<file path="src/rtl/state_dump_engine.sv">
// Snapshot/end-of-run dump unit: freezes the core on halt or trigger, then streams every
// register, the selected memory words and an end marker over a valid/ready record port.
module state_dump_engine #(
  parameter int unsigned         DATA_W      = 16,
  parameter int unsigned         INSTR_W     = 16,
  parameter int unsigned         REG_COUNT   = 16,
  parameter int unsigned         REG_ADDR_W  = 4,
  parameter int unsigned         MEM_ADDR_W  = 16,
  parameter logic [INSTR_W-1:0]  HALT_MASK   = 16'hF800,
  parameter logic [INSTR_W-1:0]  HALT_OPCODE = 16'hE000,
  parameter bit                  SKIP_ZERO   = 1'b1
) (
  input  logic                  clk,
  input  logic                  reset,
  input  logic [INSTR_W-1:0]    instr,
  input  logic                  instr_valid,
  input  logic                  trigger,
  output logic [REG_ADDR_W-1:0] reg_addr,
  input  logic [DATA_W-1:0]     reg_rdata,
  output logic [MEM_ADDR_W-1:0] mem_addr,
  output logic                  mem_re,
  input  logic [DATA_W-1:0]     mem_rdata,
  output logic                  out_valid,
  input  logic                  out_ready,
  output logic [1:0]            out_kind,
  output logic [MEM_ADDR_W-1:0] out_index,
  output logic [DATA_W-1:0]     out_data,
  output logic                  busy,
  output logic                  cpu_stall,
  output logic                  halted,
  output logic                  done
);

  typedef enum logic [2:0] {
    StIdle, StRegScan, StMemRd, StMemChk, StEmit, StEnd, StDone
  } state_e;

  localparam logic [1:0]            KindReg = 2'b00;
  localparam logic [1:0]            KindMem = 2'b01;
  localparam logic [1:0]            KindEnd = 2'b10;
  localparam logic [REG_ADDR_W-1:0] RegLast = REG_ADDR_W'(REG_COUNT - 1);

  state_e                state_q, state_d;
  logic [REG_ADDR_W-1:0] reg_cnt_q, reg_cnt_d;
  logic [MEM_ADDR_W-1:0] mem_cnt_q, mem_cnt_d;
  logic [DATA_W-1:0]     emit_cnt_q, emit_cnt_d;
  logic                  mem_re_q, mem_re_d;
  logic                  out_valid_q, out_valid_d;
  logic [1:0]            out_kind_q, out_kind_d;
  logic [MEM_ADDR_W-1:0] out_index_q, out_index_d;
  logic [DATA_W-1:0]     out_data_q, out_data_d;
  logic                  busy_q, busy_d;
  logic                  halted_q, halted_d;
  logic                  done_q, done_d;
  logic                  halt_hit;

  assign halt_hit = instr_valid && ((instr & HALT_MASK) == HALT_OPCODE);

  always_comb begin
    state_d     = state_q;
    reg_cnt_d   = reg_cnt_q;
    mem_cnt_d   = mem_cnt_q;
    emit_cnt_d  = emit_cnt_q;
    mem_re_d    = 1'b0;
    out_valid_d = out_valid_q;
    out_kind_d  = out_kind_q;
    out_index_d = out_index_q;
    out_data_d  = out_data_q;
    halted_d    = halted_q;
    done_d      = done_q;
    case (state_q)
      StIdle: begin
        if (halt_hit || trigger) begin
          halted_d   = halt_hit;
          reg_cnt_d  = '0;
          emit_cnt_d = '0;
          state_d    = StRegScan;
        end
      end
      StRegScan: begin
        out_valid_d = 1'b1;
        out_kind_d  = KindReg;
        out_index_d = MEM_ADDR_W'(reg_cnt_q);
        out_data_d  = reg_rdata;
        state_d     = StEmit;
      end
      StMemRd: state_d = StMemChk;
      StMemChk: begin
        if (!SKIP_ZERO || (mem_rdata != '0)) begin
          out_valid_d = 1'b1;
          out_kind_d  = KindMem;
          out_index_d = mem_cnt_q;
          out_data_d  = mem_rdata;
          emit_cnt_d  = (&emit_cnt_q) ? emit_cnt_q : emit_cnt_q + 1'b1;
          state_d     = StEmit;
        end else if (&mem_cnt_q) begin
          state_d = StEnd;
        end else begin
          mem_cnt_d = mem_cnt_q + 1'b1;
          mem_re_d  = 1'b1;
          state_d   = StMemRd;
        end
      end
      StEmit: begin
        if (out_ready) begin
          out_valid_d = 1'b0;
          // The kind of the record just accepted tells us which scan step resumes.
          case (out_kind_q)
            KindReg: begin
              if (reg_cnt_q == RegLast) begin
                mem_cnt_d = '0;
                mem_re_d  = 1'b1;
                state_d   = StMemRd;
              end else begin
                reg_cnt_d = reg_cnt_q + 1'b1;
                state_d   = StRegScan;
              end
            end
            KindMem: begin
              if (&mem_cnt_q) begin
                state_d = StEnd;
              end else begin
                mem_cnt_d = mem_cnt_q + 1'b1;
                mem_re_d  = 1'b1;
                state_d   = StMemRd;
              end
            end
            default: begin
              done_d  = halted_q;
              state_d = halted_q ? StDone : StIdle;
            end
          endcase
        end
      end
      StEnd: begin
        out_valid_d = 1'b1;
        out_kind_d  = KindEnd;
        out_index_d = '0;
        out_data_d  = emit_cnt_q;
        state_d     = StEmit;
      end
      StDone:  state_d = StDone;
      default: state_d = StIdle;
    endcase
    busy_d = !((state_d == StIdle) || (state_d == StDone));
  end

  always_ff @(posedge clk or negedge reset) begin
    if (!reset) begin
      state_q     <= StIdle;
      reg_cnt_q   <= '0;
      mem_cnt_q   <= '0;
      emit_cnt_q  <= '0;
      mem_re_q    <= 1'b0;
      out_valid_q <= 1'b0;
      out_kind_q  <= 2'b00;
      out_index_q <= '0;
      out_data_q  <= '0;
      busy_q      <= 1'b0;
      halted_q    <= 1'b0;
      done_q      <= 1'b0;
    end else begin
      state_q     <= state_d;
      reg_cnt_q   <= reg_cnt_d;
      mem_cnt_q   <= mem_cnt_d;
      emit_cnt_q  <= emit_cnt_d;
      mem_re_q    <= mem_re_d;
      out_valid_q <= out_valid_d;
      out_kind_q  <= out_kind_d;
      out_index_q <= out_index_d;
      out_data_q  <= out_data_d;
      busy_q      <= busy_d;
      halted_q    <= halted_d;
      done_q      <= done_d;
    end
  end

  assign reg_addr  = reg_cnt_q;
  assign mem_addr  = mem_cnt_q;
  assign mem_re    = mem_re_q;
  assign out_valid = out_valid_q;
  assign out_kind  = out_kind_q;
  assign out_index = out_index_q;
  assign out_data  = out_data_q;
  assign busy      = busy_q;
  assign cpu_stall = busy_q;
  assign halted    = halted_q;
  assign done      = done_q;

endmodule

</file>
<file path="config.mk">
export PLATFORM = sky130hd
export DESIGN_NAME = state_dump_engine
export DESIGN_NICKNAME = d
export VERILOG_FILES = /design/src/rtl/state_dump_engine.sv
export SDC_FILE = /design/constraint.sdc
export NUM_CORES = 1
export LEC_CHECK = 0
export CAP_MARGIN = 20
export CORE_MARGIN = 5
export CORE_UTILIZATION = 50
export CTS_CLUSTER_SIZE = 10
export DETAILED_ROUTE_END_ITERATION = 16
export PLACE_DENSITY_LB_ADDON = 0.25
export SETUP_SLACK_MARGIN = 0.4
export SLEW_MARGIN = 20
export SYNTH_ARGS = -nofsm -noshare
export SYNTH_HDL_FRONTEND = slang
export SYNTH_SLANG_ARGS = --single-unit
</file>
<file path="constraint.sdc">
create_clock -name clk -period 2.28 [get_ports clk]
set_input_delay 0.228 -clock clk [delete_from_list [all_inputs] [get_ports clk]]
set_output_delay 0.228 -clock clk [all_outputs]
set_load 0.03 [all_outputs]
</file>
**After elaboration in Yosys (flattened, before gate mapping)**

Cells that the tools add are included.
Widths: inputs -> output; s select.

- Bits in registers: 78
- Input port bits: 53
- Output and inout port bits: 60

- $add $sub $neg: 3
- Equality and inequality tests: 19
- Muxes and demuxes: 38
- Bitwise logic cells: 1
- Reductions and logical operators: 24

Operator list:

| kind | count |
|---|---|
| $mux 16 | 9 |
| $pmux 16 s2 | 3 |
| $pmux 16 s3 | 2 |
| $add 16x1->16 const B | 2 |
| $reduce_and 16->1 | 2 |
| $pmux 3 s6 | 1 |
| $mux 4 | 4 |
| $reduce_bool 16->1 | 1 |
| $mux 3 | 5 |
| $eq 3x3->1 const B | 4 |
| $ne 2x2->1 const B | 6 |
| $reduce_and 5->1 | 2 |
| $pmux 4 s2 | 1 |
| $eq 3x2->1 const B | 2 |
| $logic_not 3->1 | 2 |
| $mux 1 | 6 |
| $pmux 2 s3 | 1 |
| $pmux 3 s2 | 1 |
| $reduce_and 3->1 | 2 |
| $reduce_bool 2->1 | 3 |
| $reduce_bool 3->1 | 2 |
| $eq 5x5->1 const B | 1 |
| $add 4x1->4 const B | 1 |
| $eq 4x4->1 const B | 1 |
| 16 further kinds | 21 |

**Depth between registers and ports, before layout**

- Word-level depth: 8
- Gate-level depth with buffers: 8

**Worst setup path after synthesis**

OpenSTA, ideal clock, no wires.

- Path kind: register to register
- Start: register mem_cnt_q[0], in the netlist mem_addr[0]
- End: register mem_cnt_q[15], in the netlist mem_addr[15]
- Data arrival time: 1.990 ns
- Data required time: 2.141 ns
- Slack: 0.151 ns
- Cell stages (with the launch flop): 8
- Buffers on the path: 1
- Path through: dfrtp_1 > ha_1 > and3_1 > buf_2 > a2111oi_2 > a41oi_1 > o31ai_1 > o31ai_1

- Cells in the longest elaborated chain, start to end: 5
- Elaborated cells on any way between the ends: 7
- Classes of those cells: add/sub (1); mux (5); reduce/logical (1)

RTL lines:

| item | line | source |
|---|---|---|
| start: declaration | 45 | `logic [MEM_ADDR_W-1:0] mem_cnt_q, mem_cnt_d;` |
| start signal: assignment | 165 | `mem_cnt_q <= mem_cnt_d;` |
| $add 16x1->16 or $reduce_and 16->1 (tied branches) | - |  |
| $mux 16 (*) | 96, 120 |  |
| $pmux 16 s2 | 108 | `case (out_kind_q)` |
| $mux 16 | 105 | `if (out_ready) begin` |
| $pmux 16 s2 (*) | 71 | `case (state_q)` |

Mark *: on every way between the ends. The rest lies on a longest branch, timed or not. The select of a mux whose other input is x is not followed.
A chain may end at the register's enable or synchronous reset.

**Worst setup path in the final report**

- Start: register state_q[2]
- End: register mem_cnt_q[15], in the netlist mem_addr[15]

- Cells in the longest elaborated chain, start to end: 3
- Elaborated cells on any way between the ends: 9
- Classes of those cells: eq/ne (6); mux (1); reduce/logical (2)

RTL lines:

| item | line | source |
|---|---|---|
| start: declaration | 43 | `state_e state_q, state_d;` |
| start signal: assignment | 150 | `state_q <= StIdle;` |
| start signal: assignment | 163 | `state_q <= state_d;` |
| $eq 3x3->1 or $eq 3x2->1 (tied branches) | 71 |  |
| $ne 3x2->1 (no source line) (tied with other cells) | - |  |
| $reduce_and 5->1 (no source line) | - |  |

Several ways; a longest one is shown, not always the timed one.

==> metrics <==
status=finished, final reports clean; R2R Path End=mem_addr[15]; Post-synth EDFFs=0; clk buf depth=2; reg2reg setup slack=300 ps; Total Nets Final=700; Clock Skew=13.56 ps; drt pass-1 iters=5; fmax=506.2 MHz; pins over their slew limit=0; Post-synth ARST share=100.0%; period utilization=86.64%; MaxCap Viol Count=0; Synth Net Count=552; largest net degree at the start of global routing=45; Routed WL per cell=20.06 um; minimum clock period=1975 ps; worst IR drop on VDD=0.4418 mV; die area=11050 sq um; root buf cell=clkbuf_8; synthesis-to-layout area growth=45.27%; Tightest Pin Transition=504.4 ps; Core Util, Final=75.00%; fin worst setup slack=304.5 ps; top cells by area, synth=dfrtp_1 (43%), o21ai_0 (6.3%), nand2_1 (4.0%); final hold vios=0; Startpoint Class=flip-flop; Num CTS Buffers=9; synthesized instance count=496; P_leak=2.704 nW; cell with the most instances after synthesis=dfrtp_1; Yosys reg bits=78; Final setup viols=0; Synth Area in Compound Gates=29.34%; reg2reg start=state_q[2]; Synth area leader=dfrtp_1; RSZ-0062 raised after global routing=yes; Worst Setup SP=state_q[2]; post-detail-place hpwl=9927 um; met2 routed WL=7313 um; Finished Layout Cells=757; I/O pins=113; sequential share of the synthesized area=43.14%; Post-synth top flop=dfrtp_1; Synth top area share=43.14%; drt total wl=15180 um; Initial Util=51.63%; starting DRC count in detailed routing=525; total congestion overflow=0; Synthesis Warnings=0; final antenna-violating net count=0; Antenna Cells=0; area of placed instances=5766 sq um; share of cells above drive strength 1=25.27%; top routing layer in use=met4; Worst Setup End Kind=flip-flop; Post-Syn Area per Cell=9.122 sq um; Row Count=34; clk slew on worst S/H paths=90 ps; Post-Place Setup Slack=-33.74 ps; vias in the first global route=4416; met1 WL=6049 um; Die H=105.1 um; htree depth=3; GRT Resource Usage Total=24.41%; Worst-Skew Late Latency=370 ps; final instance area=6573 sq um; CP Data Required Time=2520 ps; die extent in x=105.1 um; area share of and/or/nand/nor cells after synthesis=19.22%; core area=8763 sq um; antenna violations before repair=0; hold crit path type=in2async; adder-cell area share of the yosys netlist=0.8296%; CTS tree=done; mapped cell area=4524 sq um; Cell Pwr Density=955.3 nW/um^2; kind of critical path=reg2reg; first-pass GRT wire length=22340 um; WL met3=1342 um; CP Data Arrival Time=2220 ps; largest fanout on the critical path=7; GP Congestion=0.9312; via count=4959; Via density=6.551; Synth cell types=66; largest family of logic cells by synthesized area=compound AO/OA/AOI/OAI gates; IO Port Bufs=101; synth cell count leaders=dfrtp_1 (78), o21ai_0 (57), nand2_1 (48); r2r worst-path depth=7; Post-Synth XOR/XNOR Area=0.1936%; placed cells=697; # clock sinks=78; multiplexer area fraction after synthesis=2.129%; remaining routing DRC violations=0; Max-slew headroom=66.18%
[per-layer routing]
layer  up-vias  GRT usage, %
met5         -             0
met4         0         7.854
met3        50         5.117
met2       302         39.25
met1      2383         33.03
li1       2224             -
[layout by cell type (no fill, tap or decap), types with 4 or more instances in the layout]
cell             Yosys  routed
clkdlybuf4s50_1      0      86
clkinvlp_4           0       4
nor4_1               9       5
buf_6                2       6
a41oi_1              5       4
o22ai_1             16      16
o21ai_1             11       8
dlymetal6s2s_1       0      11
mux2i_1              7       7
nand2_1             48      46
dfrtp_1             78      60
a21oi_1             23      17
o21ai_0             57      57
a22oi_1              4       4
dfrtp_2              0      18
a21oi_2              0       6
nand2b_1             6       6
nand3_1             18      17
and3_1               6       5
or4_1                8       5
a21o_1               5       5
a31oi_1              4       4
clkbuf_8             0       9
o31ai_1             21      19
o221ai_1            18      16
inv_1                7       7
nor2_1              16      16
nand4_1             12      12
buf_4                1      69
a22o_1              13      13
nor3_1               8       6
[report_power, final]
part           switching [mW]  internal [mW]
Clock                   0.536          0.502
Combinational            2.01           1.35
Sequential              0.245           1.63
[per-stage QoR]
| stage | setup TNS, ps | total power [mW] | hold WS (ps) |
|---|---|---|---|
| floorplan | 0 | 3.672 | -67.59 |
| global placement | 0 | 4.663 | 220.8 |
| detailed placement | -86.61 | 4.746 | 222.0 |
| CTS | 0 | 5.868 | 394.5 |
| global route | 0 | 6.598 | 420.9 |
| finish | 0 | 6.279 | 370.5 |
[logic make-up (layout without fill, tap and decap cells)]
kind of cell,Yosys count,after routing
multiplexers,9,9
XOR/XNOR,1,1
AO/OA/AOI/OAI,198,198
buffers and inverters,50,203
AND/OR/NAND/NOR,157,157
adder cells (fa/ha/maj),3,3
flip-flops,78,78
[critical path, stage by stage (launching register included)]
cell,delay (ps)
dfrtp_2,440
clkbuf_2,190
or3b_4,430
nor2_1,110
a21oi_1,70
buf_4,190
o31ai_1,300
o31ai_1,120
[registers in the layout, indices dropped and copies added (netlist names), 2 cells and up]
signal	count
emit_cnt_q	16
reg_addr	4
mem_addr	16
out_kind	2
out_index	16
state_q	3
out_data	16
[how the worst max path moves through the flow]
stage / endpoint / slack (ps)
after detailed placement: mem_addr[10] / -30
after floorplan: mem_addr[15] / 330
after global routing: mem_addr[15] / 250
after global placement: mem_addr[15] / 10
final: mem_addr[15] / 300
after CTS: emit_cnt_q[10] / 410
[layout make-up]
cell class                      instances  area, sq um
Clock buffer                           10        127.6
Clock inverter                          6        62.56
Fill cell                             598         2191
Inverter                                8        33.78
Multi-Input combinational cell        368         2589
Sequential cell                        78         1974
Tap cell                              108        135.1
Timing Repair Buffer                  179         1650
[repair_timing]
action / CTS / global route
hold endpoints to repair: 36 / 0
hold buffers: 1 / 0
cloned: 0 / 1
pin swaps: 4 / 12
endpoints found under the setup margin: 61 / 58
resized for setup: 21 / 64
buffers inserted: 9 / 33
(Power assumes the default switching activity.)
